[src/rtl/m_ext_ctrl.sv]
// RV32M execute front-end: routes one M-extension instruction to the multiplier or
// divider, resolves divide special cases locally and holds the registered result for writeback.
module m_ext_ctrl #(
    parameter int XLEN = 32
) (
    input  logic            clk,
    input  logic            rst_n,
    input  logic            in_valid_i,
    output logic            in_ready_o,
    input  logic [2:0]      funct3_i,
    input  logic [XLEN-1:0] rs1_i,
    input  logic [XLEN-1:0] rs2_i,
    input  logic [4:0]      rd_i,
    output logic            mul_in_valid_o,
    input  logic            mul_in_ready_i,
    output logic [XLEN-1:0] mul_a_o,
    output logic [XLEN-1:0] mul_b_o,
    output logic [1:0]      mul_op_o,
    input  logic            mul_out_valid_i,
    output logic            mul_out_ready_o,
    input  logic [XLEN-1:0] mul_res_i,
    output logic            div_in_valid_o,
    input  logic            div_in_ready_i,
    output logic [XLEN-1:0] div_a_o,
    output logic [XLEN-1:0] div_b_o,
    output logic [1:0]      div_op_o,
    input  logic            div_out_valid_i,
    output logic            div_out_ready_o,
    input  logic [XLEN-1:0] div_res_i,
    output logic            wb_valid_o,
    input  logic            wb_ready_i,
    output logic [4:0]      wb_rd_o,
    output logic [XLEN-1:0] wb_data_o,
    output logic            busy_o
);

    typedef enum logic [1:0] {IDLE, ISSUE, WAIT, RESP} state_t;

    typedef struct packed {
        logic [XLEN-1:0] a;
        logic [XLEN-1:0] b;
        logic [2:0]      f3;
        logic [4:0]      rd;
    } req_t;

    localparam logic [XLEN-1:0] INT_MIN = {1'b1, {(XLEN-1){1'b0}}};

    state_t          state, state_nxt;
    req_t            req_q, req_nxt;
    logic [XLEN-1:0] res_q, res_nxt;
    logic            is_div, is_rem, is_uns, div_zero, div_ovf;

    // Special cases are decided on the operands being captured this cycle,
    // so the short path reaches RESP without touching the divider.
    assign is_div   = funct3_i[2];
    assign is_rem   = funct3_i[1];
    assign is_uns   = funct3_i[0];
    assign div_zero = (rs2_i == '0);
    assign div_ovf  = !is_uns && (rs1_i == INT_MIN) && (rs2_i == '1);

    always_ff @(posedge clk or negedge rst_n) begin
        if (!rst_n) begin
            state <= IDLE;
            req_q <= '0;
            res_q <= '0;
        end else begin
            state <= state_nxt;
            req_q <= req_nxt;
            res_q <= res_nxt;
        end
    end

    always_comb begin
        state_nxt       = state;
        req_nxt         = req_q;
        res_nxt         = res_q;
        in_ready_o      = 1'b0;
        mul_in_valid_o  = 1'b0;
        mul_out_ready_o = 1'b0;
        div_in_valid_o  = 1'b0;
        div_out_ready_o = 1'b0;
        wb_valid_o      = 1'b0;
        case (state)
            IDLE: begin
                in_ready_o = 1'b1;
                if (in_valid_i) begin
                    req_nxt = '{a: rs1_i, b: rs2_i, f3: funct3_i, rd: rd_i};
                    if (is_div && div_zero) begin
                        res_nxt   = is_rem ? rs1_i : '1;
                        state_nxt = RESP;
                    end else if (is_div && div_ovf) begin
                        res_nxt   = is_rem ? '0 : INT_MIN;
                        state_nxt = RESP;
                    end else begin
                        state_nxt = ISSUE;
                    end
                end
            end
            ISSUE: begin
                if (req_q.f3[2]) begin
                    div_in_valid_o = 1'b1;
                    if (div_in_ready_i) state_nxt = WAIT;
                end else begin
                    mul_in_valid_o = 1'b1;
                    if (mul_in_ready_i) state_nxt = WAIT;
                end
            end
            WAIT: begin
                // Only the selected unit's result is taken; the other unit is ignored.
                if (req_q.f3[2]) begin
                    div_out_ready_o = 1'b1;
                    if (div_out_valid_i) begin
                        res_nxt   = div_res_i;
                        state_nxt = RESP;
                    end
                end else begin
                    mul_out_ready_o = 1'b1;
                    if (mul_out_valid_i) begin
                        res_nxt   = mul_res_i;
                        state_nxt = RESP;
                    end
                end
            end
            RESP: begin
                wb_valid_o = 1'b1;
                if (wb_ready_i) state_nxt = IDLE;
            end
            default: state_nxt = IDLE;
        endcase
    end

    assign mul_a_o   = req_q.a;
    assign mul_b_o   = req_q.b;
    assign mul_op_o  = req_q.f3[1:0];
    assign div_a_o   = req_q.a;
    assign div_b_o   = req_q.b;
    assign div_op_o  = req_q.f3[1:0];
    assign wb_rd_o   = req_q.rd;
    assign wb_data_o = res_q;
    assign busy_o    = (state != IDLE);

endmodule

[config.mk]
export PLATFORM = sky130hd
export DESIGN_NAME = m_ext_ctrl
export DESIGN_NICKNAME = d
export VERILOG_FILES = /design/src/rtl/m_ext_ctrl.sv
export SDC_FILE = /design/constraint.sdc
export NUM_CORES = 1
export LEC_CHECK = 0
export BUFFER_PORTS_ARGS = -buffer_cell sky130_fd_sc_hd__buf_2
export CAP_MARGIN = 15
export CORE_MARGIN = 5
export CORE_UTILIZATION = 40
export CTS_BUF_LIST = sky130_fd_sc_hd__clkbuf_16
export DETAILED_ROUTE_END_ITERATION = 10
export PLACE_DENSITY = 0.74
export SLEW_MARGIN = 20
export SYNTH_ARGS = -nofsm -noshare
export SYNTH_HDL_FRONTEND = slang
export SYNTH_SLANG_ARGS = --single-unit
[constraint.sdc]
create_clock -name clk -period 1.9 [get_ports clk]
set_input_delay 0.19 -clock clk [delete_from_list [all_inputs] [get_ports clk]]
set_output_delay 0.19 -clock clk [all_outputs]
set_load 0.005 [all_outputs]
==> impl_metrics.tcl, run 1 <==
set metrics [dict create \
    rows 46 \
    core_area_um2 15900 \
    die_x_um 138 \
    worst_pin_slew_ns 0.568 \
    worstSetupStartpointType "primary input" \
    finalCritPeriodShare_pct 98.9 \
    multi_input_area_um2 2770 \
    layoutNonFillerInstCount 1042 \
    ant_nets 0 \
    comb_power_share_pct 55.4 \
    antenna_found_initial 0 \
    ys.flop_type "dfrtp_1" \
    internal_power_mw 8.82 \
    grt_pass1_vias 5200 \
    yosys-top-cells-area "dfrtp_1 41%, mux2_2 18%, buf_4 16%, a2bb2oi_2 6.9%, a211oi_1 3.6%" \
    io_buffers 319 \
    wire_per_inst_um 18.3 \
    drive_gt1_share_pct 69.2 \
    drt_wl_total_um 19100 \
    gp_congestion 0.855 \
    synth_top_area_share_pct 40.8 \
    crit_required_ns 2.13 \
    die_area_um2 18900 \
    maxCapViolCount 0 \
    hold_start "rd_i[2]" \
    place_area_um2 7910 \
    clock_latency_ns 0.34 \
    timing.fmax_ghz 0.532 \
    grt_max_degree 58 \
    maxSlewHeadroom_pct 62.1 \
    clk_pin_slew_ns 0.08 \
    endpoint_kind "flop" \
    synthCells 577 \
    yosysUniqueCellTypes 32 \
    arrival_ns 2.10 \
    leakage_nw 4.04 \
    antenna_cells 0 \
    clock_path_buffers 2 \
    fin_nets 969 \
    powerDensity_nw_per_um2 1660 \
    synthTopCellsByCount "137 x buf_4, 106 x dfrtp_1, 103 x mux2_2" \
    seq_area_um2 2650 \
    cp_max_fo 5 \
    p_sw_mw 5.14 \
    htree_levels 3 \
    io_pins 320 \
    hold_violations 0 \
    synthesis.area_um2 6500 \
    ys_warn_count 0 \
    drc 0 \
    root_buffer "clkbuf_16" \
    drv_slew 0 \
    grt_pass1_wl_um 28500 \
    post-dp-hpwl_um 15000 \
    fillerInstances 1453 \
    async_reset_ff_share_pct 100 \
    final_cell_area_um2 8400 \
    synth_nets 725 \
    holdCritPathClass "primary input to flop" \
    drt-vias-per-instance 4.90 \
    worstSetupStartpoint "rs2_i[22]" \
    post-synth-top-area-cell "dfrtp_1" \
    ys_ff_latch 106 \
    start_util_pct 40.8 \
    synth_most_common_cell "buf_4" \
    fin_crit_ns 1.88 \
    grt_overflow 0 \
    die_h_um 138 \
    skew_ns 0.00755 \
    vdd_drop_max_mv 0.672 \
    synth_seq_area_share_pct 40.8 \
    clock_sinks 106 \
    dpl.cell_count 1019 \
    synth_edf_count 0 \
    via_count 5108 \
    tritoncts "built" \
    drtIter0Drc 169 \
    sequentialPowerShare_pct 31.0 \
    switching_share_pct 36.8 \
    syn_avg_cell_area_um2 11.3 \
    grt_usage_pct 19.6 \
    area_growth_pct 29.1 \
    regToRegStartpoint "state[0]" \
    cts_buffers 9 \
    status "complete, no violations" \
    crit_type "primary input to flop" \
    p_clk_share_pct 13.6 \
    drt_pre_antenna_iters 4 \
    setup_violations 0 \
]
worst paths after layout:
path / end / slack, ns / depth (start not counted)
min in group asynchronous: div_b_o[26] / 0.25 / 2
min reg2reg: wb_rd_o[3] / 0.51 / 1
max in group asynchronous: wb_data_o[28] / 1.05 / 3
max reg2reg: wb_data_o[31] / 0.08 / 8
min: wb_rd_o[2] / 0.07 / 2
max: wb_data_o[31] / 0.02 / 9
through the flow:
| stage | TNS, ns | hold slack, ns | setup slack (ns) | power, mW | util (%) |
|---|---|---|---|---|---|
| 3_3_place_gp | -18.08 | 0.0642 | -0.564 | 11.6 | 49.6 |
| 2_1_floorplan | 0 | -0.106 | 0.00157 | 10.4 | - |
| 5_1_grt | -0.0423 | 0.0515 | -0.0163 | 14.9 | 52.7 |
| 3_5_place_dp | -17.87 | 0.0661 | -0.569 | 11.9 | 49.6 |
| 4_1_cts | -0.0137 | 0.0539 | -0.0137 | 13.9 | 51.9 |
| 6_report | 0 | 0.0703 | 0.0210 | 14.0 | 52.7 |
metal layers:
metal	track usage (%)	part of all wire (%)	up-vias
met2	34.1	51	186
met4	6.26	1.8	0
met1	24.5	41	2489
met5	0	0	-
li1	-	-	2410
met3	3.54	5.9	23
critical path: stages:
cell and delay (ns):
buf_2 0.11, nand4_1 0.14, nor4_2 0.30, buf_4 0.16, nand3_1 0.06, or4_4 0.53, a31oi_4 0.17, buf_12 0.15
mux2_4 0.29
area by class of cell:
class	instances	share of cell area [%]
inverter	4	0.179
clock inverter	7	0.879
timing repair buffer	406	28.5
sequential	106	31.6
tap	216	3.22
clock buffer	9	2.68
multi-input combinational	294	33.0
flip-flops by register name, indices dropped and copies added, names as in the netlist:
signal,cells
div_a_o,32
div_b_o,32
wb_data_o,32
wb_rd_o,5
div_op_o,2
state,2
req_q,1
power by group through the flow:
stage / clock network (mW) / logic [mW] / registers (mW)
3_5_place_dp: 0 / 7.48 / 4.37
5_1_grt: 2.07 / 8.36 / 4.50
2_1_floorplan: 0 / 6.19 / 4.20
3_3_place_gp: 0 / 7.31 / 4.33
4_1_cts: 1.97 / 7.63 / 4.34
6_report: 1.89 / 7.74 / 4.33
timing repair:
item / CTS / global route
gates cloned: 1 / 1
hold endpoints to repair: 27 / 0
pin swaps: 1 / 1
endpoints found under the setup margin: 34 / 35
setup buffers: 1 / 3
resized for setup: 6 / 13
hold buffers: 1 / 0
placed cells by master (no fill, tap or decap), types with 2 or more instances in the layout:
master	instances
nand4_1	9
mux2_2	102
buf_2	319
nor2b_1	35
and2_1	2
dfrtp_1	105
a21oi_1	2
clkinv_2	2
a2bb2oi_2	30
nand2_1	5
ha_1	3
o21ai_0	2
clkbuf_16	10
nor4_2	6
buf_12	9
a211oi_1	30
nor2_1	3
inv_1	3
buf_4	74
nand3_1	3
nor3_1	35
inv_6	3
nor4_1	7
mux2i_1	3
cells by family after synthesis:
kind of cell	Yosys count	synth area share, %
buffers and inverters	177	18.5
AND/OR/NAND/NOR	113	9.91
flip-flops	106	40.8
multiplexers	106	18.3
adder cells (fa/ha/maj)	4	0.769
AO/OA/AOI/OAI	71	11.7
Power figures use the tool's default switching activity.
==> run 2, diff against run 1 <==
--- a/config.mk
+++ b/config.mk
@@ -5,6 +5,7 @@
 export SDC_FILE = /design/constraint.sdc
 export NUM_CORES = 1
 export LEC_CHECK = 0
+export ABC_AREA = 1
 export BUFFER_PORTS_ARGS = -buffer_cell sky130_fd_sc_hd__buf_2
 export CAP_MARGIN = 15
 export CORE_MARGIN = 5
==> run 2 against run 1 <==
- count of clock-buffer cells in the layout stayed put
- synthesized cell count is 31% higher
- via count is 11% higher
- cell count is 11% higher
==> impl_metrics.tcl, run 2 <==
set metrics [dict create \
    synth_nets 905 \
    ys.flop_type "dfrtp_1" \
    synth_top_area_share_pct 41.5 \
    final_cell_area_um2 7700 \
    ys_warn_count 0 \
    clk_pin_slew_ns 0.07 \
    crit_required_ns 1.71 \
    yosys-top-cells-area "dfrtp_1 42%, buf_4 17%, nand2_1 9.1%, mux2_2 7.6%, nand3_1 4.9%" \
    place_area_um2 7290 \
    synthCells 757 \
    drt_pre_antenna_iters 5 \
    cts_buffers 9 \
    finalCritPeriodShare_pct 95.8 \
    dpl.cell_count 1139 \
    via_count 5651 \
    drt-vias-per-instance 4.88 \
    synthesis.area_um2 6390 \
    wire_per_inst_um 17.7 \
    final_util_pct 48.8 \
    grt_overflow 0 \
    timing.fmax_ghz 0.549 \
    worst_pin_slew_ns 0.549 \
    powerDensity_nw_per_um2 1490 \
    status "complete, no violations" \
    yosysUniqueCellTypes 28 \
    drive_gt1_share_pct 44.6 \
    holdWs_ns 0.0703 \
    mostFrequentLayoutCells "318 x buf_2, 154 x nand2_1, 106 x dfrtp_1" \
    synth_most_common_cell "nand2_1" \
    path_cells "inv_1 -> ha_2 -> nand2_1 -> inv_2 -> buf_12 -> buf_2" \
    drc 0 \
    slowest_delay_ns 0.41 \
    crit_type "flop to output pin" \
    io_buffers 319 \
    tritoncts "built" \
    antenna_found_initial 0 \
    clock_latency_ns 0.35 \
    io_pins 320 \
    layoutNonFillerInstCount 1158 \
    core_area_um2 15800 \
    maxSlewHeadroom_pct 63.3 \
    endpoint_kind "output pin" \
    grt_pass1_vias 5432 \
    setup_violations 0 \
    vdd_drop_max_mv 0.731 \
    setup_ws_ns 0.0789 \
    ant_nets 0 \
    die_x_um 136 \
    fin_nets 1086 \
    root_buffer "clkbuf_16" \
    hold_violations 0 \
    drv_slew 0 \
    htree_levels 3 \
    critPathSlowestCell "dfrtp_1" \
    final_common_cell "buf_2" \
    worstSetupStartpointType "flop" \
    gp_congestion 0.849 \
    ys_ff_latch 106 \
    place_ws_ns 0.108 \
    holdCritPathClass "primary input to flop" \
    fin_crit_ns 1.82 \
    grt_pass1_wl_um 29700 \
    cp_max_fo 17 \
    clock_sinks 106 \
    post-dp-hpwl_um 15900 \
    skew_ns 0.00666 \
    crit_family "buffers and inverters" \
    cp.buffers_inverters 4 \
    async_reset_ff_share_pct 100 \
    start_util_pct 40.5 \
    synth_seq_area_share_pct 41.5 \
    rows 46 \
    post-synth-top-area-cell "dfrtp_1" \
    die_h_um 136 \
    clock_path_buffers 2 \
    area_growth_pct 20.5 \
    fin_total_pwr_mw 11.5 \
    drtIter0Drc 421 \
    synth_edf_count 0 \
    grt_setup_unrepaired "no" \
    tns_ns 0 \
    grt_max_degree 55 \
    grt_usage_pct 20.9 \
    synthTopCellsByCount "155 x nand2_1, 142 x buf_4, 106 x dfrtp_1" \
    drt_wl_total_um 20500 \
    leakage_nw 4.19 \
    antenna_cells 0 \
    syn_avg_cell_area_um2 8.44 \
    maxCapViolCount 0 \
    arrival_ns 1.63 \
    die_area_um2 18600 \
]
-- run 2: changes by cell type in the layout (fill, tap and decap cells not counted), moves of 39 or more --
cell | previous run | this run
buf_4 | 74 | 14
nand2_1 | 5 | 154
mux2_2 | 102 | 43
nor2_1 | 3 | 50
inv_1 | 3 | 42
nand3_1 | 3 | 62
o21ai_0 | 2 | 56
-- run 2: repair_timing --
item | CTS | global route
endpoints found under the setup margin | 0 | 2
hold buffers | 1 | 0
hold endpoints to repair | 106 | 0
gates resized for setup | 0 | 3
buffers inserted | 0 | 1
-- run 2: per-layer routing --
metal  part of all wire, %  track usage [%]  up-vias
li1                      -                -     2693
met5                     0                0        -
met2                    49             35.3      237
met1                    42             27.3     2689
met4                   2.1             6.83        0
met3                   6.4             3.52       32
-- run 2: power breakdown --
| part | internal [mW] | leakage, nW | total (mW) | switching (mW) |
|---|---|---|---|---|
| combinational | 2.61 | 2.70 | 5.48 | 2.87 |
| sequential | 3.19 | 1.32 | 3.91 | 0.727 |
| clock | 1.28 | 0.167 | 2.12 | 0.839 |
-- run 2: path summary, 6_finish.rpt --
kind | start | endpoint | slack, ns | depth (start not counted)
max | state[0] | div_out_ready_o | 0.08 | 6
min | rd_i[0] | wb_rd_o[0] | 0.07 | 2
max in group asynchronous | rst_n | wb_data_o[30] | 1.24 | 3
min reg2reg | wb_data_o[11] | wb_data_o[11] | 0.46 | 2
min in group asynchronous | rst_n | div_b_o[19] | 0.18 | 2
max reg2reg | state[0] | wb_data_o[15] | 0.16 | 10
-- run 2: layout make-up --
type	count	area [um^2]
clock inverters	6	108
inverters	42	158
well taps	216	270
multi-input cells	436	2370
flip-flops and latches	106	2650
clock buffers	9	225
repair buffers	343	1920
fillers	1559	8070
-- run 2: kinds of logic (layout without fill, tap and decap cells) --
logic type | Yosys count | after routing | synth area share, %
simple gates | 289 | 289 | 19.2
buf+inv | 215 | 400 | 21.8
flops | 106 | 106 | 41.5
compound gates | 100 | 100 | 9.20
mux | 43 | 43 | 7.58
fa+ha+maj | 4 | 4 | 0.783
==> run 3, diff against run 2 <==
--- a/config.mk
+++ b/config.mk
@@ -9,10 +9,10 @@
 export BUFFER_PORTS_ARGS = -buffer_cell sky130_fd_sc_hd__buf_2
 export CAP_MARGIN = 15
 export CORE_MARGIN = 5
-export CORE_UTILIZATION = 40
+export CORE_UTILIZATION = 42
 export CTS_BUF_LIST = sky130_fd_sc_hd__clkbuf_16
 export DETAILED_ROUTE_END_ITERATION = 10
-export PLACE_DENSITY = 0.74
+export PLACE_DENSITY = 0.77
 export SLEW_MARGIN = 20
 export SYNTH_ARGS = -nofsm -noshare
 export SYNTH_HDL_FRONTEND = slang
==> run 3 against run 2 <==
- sequential power is essentially flat
- total power shrank 2.3%
- non-clock buffer count is the same
- sequential share of layout area grew 0.37 points
- design area shrank 1.1%
- utilization grew 1.7 points
- first-iteration DRC count shrank 0.48%
- flip-flop and latch count is the same
- worst hold slack gained 0.0048 ns
- critical path type is now flop to flop
- largest power group unchanged
- highest routed layer unchanged
==> impl_metrics.tcl, run 3 (synthesized netlist as in run 2, its figures left out) <==
set metrics [dict create \
    status "complete, no violations" \
    holdWs_ns 0.0751 \
    grt_pass1_vias 5668 \
    drc 0 \
    endpoint "div_a_o[15]" \
    fin_nets 1086 \
    tns_ns 0 \
    powerDensity_nw_per_um2 1480 \
    clock_sinks 106 \
    via_count 5673 \
    drt_pre_antenna_iters 5 \
    dpl.cell_count 1113 \
    clk_pin_slew_ns 0.08 \
    drt_wl_total_um 20200 \
    drive_gt1_share_pct 45.0 \
    worstSetupStartpoint "state[1]" \
    arrival_ns 2.04 \
    htree_levels 3 \
    holdCritPathClass "primary input to flop" \
    drtIter0Drc 419 \
    seq_area_um2 2650 \
    core_area_um2 15100 \
    io_pins 320 \
    final_common_cell "buf_2" \
    leakage_nw 4.16 \
    drt-vias-per-instance 5.01 \
    postCtsSetupRepairBufs 0 \
    cp_max_fo 45 \
    sequentialPowerShare_pct 34.7 \
    die_h_um 133 \
    switching_share_pct 39.3 \
    fillerInstances 1432 \
    grt_usage_pct 21.8 \
    die_area_um2 17800 \
    die_x_um 133 \
    r2r_slack_ns 0.09 \
    comb_power_share_pct 48.2 \
    layoutNonFillerInstCount 1132 \
    cts_buffers 9 \
    worst_pin_slew_ns 0.537 \
    skew_ns 0.0104 \
    finalCritPeriodShare_pct 95.3 \
    grt_max_degree 46 \
    hold_start "rd_i[2]" \
    regToRegStartpoint "state[1]" \
    vdd_drop_max_mv 0.726 \
    r2r.worst_path.cells 6 \
    maxSlewHeadroom_pct 64.2 \
    mostFrequentLayoutCells "318 x buf_2, 154 x nand2_1, 106 x dfrtp_1" \
    worstSetupStartpointType "flop" \
    fin_crit_ns 1.81 \
    start_util_pct 42.4 \
    area_growth_pct 19.2 \
    p_sw_mw 4.42 \
    clock_latency_ns 0.35 \
    clock_path_buffers 2 \
    wire_per_inst_um 17.8 \
    ant_nets 0 \
    crit_type "flop to flop" \
    io_buffers 319 \
    maxCapViolCount 0 \
    fin_total_pwr_mw 11.2 \
    setup_violations 0 \
    post-dp-hpwl_um 16000 \
    grt_overflow 0 \
    internal_power_mw 6.82 \
    r2r-end "div_a_o[15]" \
    p_clk_share_pct 17.1 \
    antenna_found_initial 1 \
    root_buffer "clkbuf_16" \
    rows 45 \
    grt_pass1_wl_um 30500 \
    timing.fmax_ghz 0.552 \
    endpoint_kind "flop" \
    hold_violations 0 \
    grt_setup_unrepaired "no" \
    tritoncts "built" \
    crit_required_ns 2.13 \
    drv_slew 0 \
    multi_input_area_um2 2380 \
    gp_congestion 0.912 \
]
[run 3: cell types whose count changed in the layout (fill, tap and decap cells not counted), sizes merged]
cell,previous run,this run
clkinv,2,4
bufbuf,0,1
diode,0,1
clkbuf,11,9
clkinvlp,0,1
bufinv,3,1
buf,340,341
[run 3: worst min-delay path by stage]
stage          slack, ns  cells after the start          to
2_1_floorplan      -0.11                      0  div_a_o[0]
3_3_place_gp        0.21                      1  div_b_o[6]
3_5_place_dp        0.22                      1  div_b_o[6]
4_1_cts             0.06                      2  wb_rd_o[2]
5_1_grt             0.06                      2  wb_rd_o[2]
6_report            0.08                      2  wb_rd_o[2]
[run 3: power by group through the flow]
stage	sequential (mW)	clock, mW	combinational (mW)
floorplan	3.74	0	4.68
global placement	3.89	0	5.25
detailed placement	3.93	0	5.35
CTS	3.90	1.97	5.44
global route	4.06	2.07	5.94
finish	3.90	1.93	5.42
[run 3: layout make-up]
cell class / count / area share, %
Antenna cell: 1 / 0.0328
Clock buffer: 9 / 2.96
Clock inverter: 7 / 1.02
Inverter: 42 / 2.07
Multi-Input combinational cell: 436 / 31.3
Sequential cell: 106 / 34.8
Tap cell: 188 / 3.09
Timing Repair Buffer: 343 / 24.7
[run 3: layer usage]
| metal | track usage, % | up-vias | wire (um) |
|---|---|---|---|
| met5 | 0 | - | 0 |
| met3 | 4.87 | 34 | 1330 |
| li1 | - | 2699 | - |
| met2 | 37.5 | 252 | 9990 |
| met4 | 6.91 | 0 | 441 |
| met1 | 27.4 | 2688 | 8430 |
[run 3: timing repair]
action,CTS,global route
endpoints found under the hold margin,32,0
hold buffers,1,0
endpoints found under the setup margin,1,27
gates resized for setup,2,5
cloned,1,0
[run 3: metrics by stage]
| stage | setup WS [ns] | area [um^2] | util [%] |
|---|---|---|---|
| after floorplan | 0.191 | 6390 | - |
| after global placement | 0.123 | 7250 | 48.0 |
| after detailed placement | 0.0879 | 7250 | 48.0 |
| after CTS | 0.0180 | 7600 | 50.4 |
| after global routing | 0.0112 | 7620 | 50.5 |
| final | 0.0884 | 7620 | 50.5 |
[run 3: critical path, stage by stage (launching register included)]
cell	delay, ns
dfrtp_1	0.43
inv_1	0.10
ha_1	0.26
buf_4	0.18
nand2_4	0.09
buf_12	0.23
mux2_2	0.36
